$ cat config.mk
export PLATFORM = sky130hd
export DESIGN_NAME = instr_encoder
export DESIGN_NICKNAME = d
export VERILOG_FILES = /design/src/rtl/instr_encoder.sv
export SDC_FILE = /design/constraint.sdc
export NUM_CORES = 1
export LEC_CHECK = 0
export ABC_AREA = 0
export CAP_MARGIN = 20
export CORE_UTILIZATION = 54
export DETAILED_ROUTE_END_ITERATION = 8
export PLACE_DENSITY = 0.83
export SLEW_MARGIN = 5
export SYNTH_ARGS = -nofsm -noshare
export SYNTH_HDL_FRONTEND = slang
export SYNTH_SLANG_ARGS = --single-unit
$ cat constraint.sdc
create_clock -name clk -period 9.8 [get_ports clk]
set_input_delay 1.96 -clock clk [delete_from_list [all_inputs] [get_ports clk]]
set_output_delay 1.96 -clock clk [all_outputs]
set_load 0.01 [all_outputs]
$ cat src/rtl/instr_encoder.sv
// Encodes RV32-style field tuples (R/I/S/B/U/J) into 32-bit instruction words and
// buffers {err, word} in a small circular FIFO with valid/ready handshakes on both sides.
module instr_encoder #(
  parameter int FIFO_DEPTH = 2
) (
  input  logic        clk,
  input  logic        rst,
  input  logic        in_valid,
  output logic        in_ready,
  input  logic [2:0]  fmt,
  input  logic [6:0]  opcode,
  input  logic [4:0]  rd,
  input  logic [2:0]  func3,
  input  logic [4:0]  rs1,
  input  logic [4:0]  rs2,
  input  logic [6:0]  func7,
  input  logic [31:0] imm,
  output logic        out_valid,
  input  logic        out_ready,
  output logic [31:0] out_instr,
  output logic        out_err,
  output logic [15:0] count
);

  localparam int AW = (FIFO_DEPTH > 2) ? $clog2(FIFO_DEPTH) : 1;
  localparam logic [AW:0] FULL_OCC = (AW + 1)'(FIFO_DEPTH);
  localparam logic [31:0] NOP_WORD = 32'h0000_0013;

  typedef enum logic [2:0] {
    FMT_R = 3'd0,
    FMT_I = 3'd1,
    FMT_S = 3'd2,
    FMT_B = 3'd3,
    FMT_U = 3'd4,
    FMT_J = 3'd5
  } fmt_e;

  // Returns {err, word}; only the fields belonging to the selected format are read.
  function automatic logic [32:0] encode(
    input logic [2:0]  f,
    input logic [6:0]  op,
    input logic [4:0]  d,
    input logic [2:0]  f3,
    input logic [4:0]  s1,
    input logic [4:0]  s2,
    input logic [6:0]  f7,
    input logic [31:0] im
  );
    logic [32:0] r;
    r = {1'b1, NOP_WORD};
    case (f)
      FMT_R: r = {1'b0, f7, s2, s1, f3, d, op};
      FMT_I: r = {1'b0, im[11:0], s1, f3, d, op};
      FMT_S: r = {1'b0, im[11:5], s2, s1, f3, im[4:0], op};
      FMT_B: r = {1'b0, im[12], im[10:5], s2, s1, f3, im[4:1], im[11], op};
      FMT_U: r = {1'b0, im[31:12], d, op};
      FMT_J: r = {1'b0, im[20], im[10:1], im[11], im[19:12], d, op};
      default: r = {1'b1, NOP_WORD};
    endcase
    return r;
  endfunction

  logic [32:0]   mem [FIFO_DEPTH];
  logic [AW-1:0] wptr, rptr, rptr_nx;
  logic [AW:0]   occ, occ_nx;
  logic          full, empty, push, pop;
  logic [32:0]   enc_p0;
  logic [32:0]   head_p1, head_nx;

  assign full      = (occ == FULL_OCC);
  assign empty     = (occ == '0);
  assign in_ready  = !full;
  assign out_valid = !empty;
  assign push      = in_valid && !full;
  assign pop       = !empty && out_ready;

  assign enc_p0 = encode(fmt, opcode, rd, func3, rs1, rs2, func7, imm);

  always_comb begin
    rptr_nx = pop ? rptr + 1'b1 : rptr;
    occ_nx  = occ;
    if (push && !pop)
      occ_nx = occ + 1'b1;
    else if (!push && pop)
      occ_nx = occ - 1'b1;
  end

  // Head register: when the new head is the entry being written this edge, bypass the array.
  always_comb begin
    head_nx = head_p1;
    if (occ_nx != '0) begin
      if (push && (rptr_nx == wptr))
        head_nx = enc_p0;
      else
        head_nx = mem[rptr_nx];
    end
  end

  // ---- stage p0 -> p1: FIFO write and head update ----
  always_ff @(posedge clk) begin
    if (push)
      mem[wptr] <= enc_p0;
  end

  always_ff @(posedge clk) begin
    if (rst) begin
      wptr    <= '0;
      rptr    <= '0;
      occ     <= '0;
      count   <= '0;
      head_p1 <= '0;
    end else begin
      if (push)
        wptr <= wptr + 1'b1;
      rptr    <= rptr_nx;
      occ     <= occ_nx;
      head_p1 <= head_nx;
      if (pop)
        count <= count + 16'd1;
    end
  end

  assign out_err   = head_p1[32];
  assign out_instr = head_p1[31:0];

endmodule

==> results.py <==
metrics = {
    "run_status": {
        "status": "finished clean",
    },
    "place": {
        "dp_hpwl_mm": 8.312,
        "dp_cells": 697,
        "io_buffers": 121,
        "placed_area_um2": 6619,
        "gp_congestion": 0.7836,
    },
    "cts": {
        "path_clk_slew_ns": 0.06,
        "htree_levels": 4,
        "clk_latency_ns": 0.52,
        "clk_path_buf_depth": 2,
        "postCtsResizedCells": 0,
        "cts_made_buffers": 17,
        "cts_hold_buf": 0,
        "cts_root_buf": "clkbuf_8",
        "cts_tree": "done",
        "cts_sinks": 119,
        "post_cts_buffers": 0,
    },
    "logic_synthesis": {
        "synth_compound_area_share_pct": 12.18,
        "synth.area.mux_share_pct": 8.959,
        "ys.flop_type": "edfxtp_1",
        "synth_fp_nets": 540,
        "synthSimpleGateAreaFrac_pct": 14.49,
        "yosysUniqueCellTypes": 39,
        "yosysSeqAreaShare_pct": 56.74,
        "synth_edf_count": 66,
        "async_flop_share_pct": 0,
        "synth_cells": 466,
        "synth-seq-cells": 119,
        "synthXorXnorAreaFrac_pct": 2.800,
        "syn_avg_cell_area_um2": 11.51,
        "syn_area_um2": 5363,
        "synthAdderAreaFrac_pct": 0.7000,
        "synth_top_family_by_area": "simple AND/OR/NAND/NOR gates",
        "yosys_warnings": 0,
    },
    "pwr": {
        "pwr-share-clk_pct": 32.8,
        "p_leak_uw": 0.002801,
        "power.share.sequential_pct": 34.4,
        "p_comb_share_pct": 32.8,
        "swShare_pct": 30.46,
        "p_switching_uw": 618.5,
        "p_int_uw": 1412,
        "ir_drop_v": 0.0001449,
        "p_per_area_nw_per_um2": 279.2,
    },
    "sta": {
        "rsz0062_at_grt": "no",
        "clock_skew_ns": 0.01154,
        "fin_crit_ns": 4.645,
        "tightest_slew_ns": 1.070,
        "hold_viol_final": 0,
        "clock.fmax_mhz": 215.3,
        "setup_viol": 0,
        "min_period_over_period_pct": 47.40,
        "drv_slew": 0,
        "timing.setup.tns_ns": 0,
        "relSlewSlack_pct": 28.50,
    },
    "worst_setup_path": {
        "crit_fanout": 36,
        "cp_slowest_cell": "mux2i_4",
        "slowest_delay_ns": 0.96,
        "crit_buf_inv": 2,
        "critPathTopFamily": "buffers and inverters",
        "crit_chain": "clkdlybuf4s50_1 > nor2b_4 > xnor2_4 > buf_4 > mux2i_4 > nand2_1 > a32o_1",
        "crit_required_ns": 10.18,
        "cp-end-kind": "flip-flop",
        "critPathKind": "in -> reg",
        "critPathLaunchType": "input port",
        "cp_data_arrival_time_ns": 5.03,
    },
    "routing": {
        "post_drt_via_cell_ratio": 5.710,
        "antenna_left": 0,
        "drc": 0,
        "routed_wl_mm": 12.97,
        "wl_per_cell_um": 17.76,
        "firstDrtPassIters": 5,
        "drt_iter0_markers": 235,
        "num_vias": 4168,
    },
    "layout": {
        "final_cell_mix": "clkdlybuf4s50_1 (121), nand2_1 (68), edfxtp_1 (66)",
        "antennaDiodeCount": 0,
        "fin_area_um2": 7272,
        "nets": 658,
        "fillers": 634,
        "final_common_cell": "clkdlybuf4s50_1",
        "area_growth_syn_to_layout_pct": 35.60,
        "fin_cells": 730,
        "drive_gt1_share_pct": 7.203,
    },
    "flow_run": {
        "cap_violations": 0,
    },
    "grt": {
        "grt_pass1_vias": 4152,
        "grt_use_total_pct": 25.87,
        "antenna_found_initial": 0,
        "overflow": 0,
        "grt_pass1_wl_mm": 19.93,
        "grt_start_max_net_pins": 37,
    },
    "floorplan": {
        "die-width_um": 101.7,
        "start_util_pct": 55.37,
        "design.die.area_um2": 10330,
        "io_pins": 122,
        "core.rowCount": 36,
        "coreArea_um2": 9684,
        "die_y_um": 101.7,
    },
    "hold_path": {
        "min_path_type": "reg -> reg",
    },
}
## registers in the layout, indices dropped and copies added, names as in the netlist
signal   cells
occ          2
rptr         1
head_p1     33
mem         66
wptr         1
count       16
## routing by layer
layer | routed length, µm | up-vias | track usage, %
met5 | 0 | - | 0
met4 | 214 | 0 | 10.48
met3 | 794 | 24 | 6.004
met2 | 6961 | 185 | 47.97
met1 | 4996 | 2029 | 28.35
li1 | - | 1930 | -
## final timing paths
check                                              start                        to  slack (ns)  cells after the start
worst min-delay path            head_p1[29]$_SDFFE_PP0P_  head_p1[29]$_SDFFE_PP0P_        0.46                      1
worst max register to register         occ[0]$_SDFF_PP0_   head_p1[7]$_SDFFE_PP0P_        6.36                      8
worst min register to register  head_p1[29]$_SDFFE_PP0P_  head_p1[29]$_SDFFE_PP0P_        0.46                      1
worst max-delay path                           out_ready   head_p1[7]$_SDFFE_PP0P_        5.15                      7
## area by class of cell
class	count	area [µm²]	area share (%)
multi-input cells	304	2112	29.04
well taps	133	166.4	2.288
clock buffers	22	462.9	6.366
flip-flops and latches	119	3043	41.84
repair buffers	125	1249	17.17
inverters	17	63.81	0.8775
clock inverters	10	175.2	2.409
## power groups by stage
stage	sequential [µW]	clock [µW]	combinational [µW]
finish	698	667	666
global route	707	692	715
CTS	699	670	667
detailed placement	706	0	655
global placement	699	0	628
floorplan	716	0	426
## through the flow
step / total power, µW / util, % / hold slack [ns] / setup WS, ns
floorplan: 1142 / - / 0.4984 / 5.208
global placement: 1328 / 68.35 / 0.4487 / 4.871
detailed placement: 1361 / 68.35 / 0.4555 / 4.718
CTS: 2035 / 74.94 / 0.4689 / 5.137
global route: 2113 / 75.09 / 0.4788 / 4.991
finish: 2031 / 75.09 / 0.4644 / 5.155
## synthesized netlist by cell type, types with 3 or more instances
cell / instances / area (µm²)
edfxtp_1: 66 / 1982
mux2i_1: 42 / 420.4
nand4_1: 3 / 18.77
a22o_1: 10 / 87.58
clkbuf_1: 7 / 26.28
buf_2: 15 / 75.07
xor2_1: 6 / 52.55
nand2b_1: 42 / 262.8
xnor2_1: 8 / 70.07
and2_1: 5 / 31.28
nor3_1: 7 / 35.03
or3_1: 4 / 25.02
buf_8: 3 / 45.04
nor2_1: 18 / 67.56
o21ai_0: 16 / 80.08
nand3_1: 6 / 30.03
ha_1: 3 / 37.54
nand2_1: 68 / 255.2
dfxtp_1: 53 / 1061
a21oi_1: 9 / 45.04
a32o_1: 38 / 380.4
inv_1: 16 / 60.06
## kinds of logic (layout without fill, tap and decap cells)
| group | after synthesis | after routing |
|---|---|---|
| multiplexers | 46 | 46 |
| AND/OR/NAND/NOR | 160 | 160 |
| AO/OA/AOI/OAI | 80 | 80 |
| XOR/XNOR | 15 | 15 |
| adder cells (fa/ha/maj) | 3 | 3 |
| flip-flops | 119 | 119 |
| buffers and inverters | 43 | 174 |
## worst reg2reg max path, stage by stage, from the launching register on
cell and delay [ns]:
dfxtp_1 0.37, inv_1 0.12, ha_1 0.27, nor2b_4 0.31
xnor2_4 0.15, buf_4 0.54, mux2i_4 0.99, nand2_1 0.20
a32o_1 0.37
Note: power is estimated with default switching activity, not from simulation.
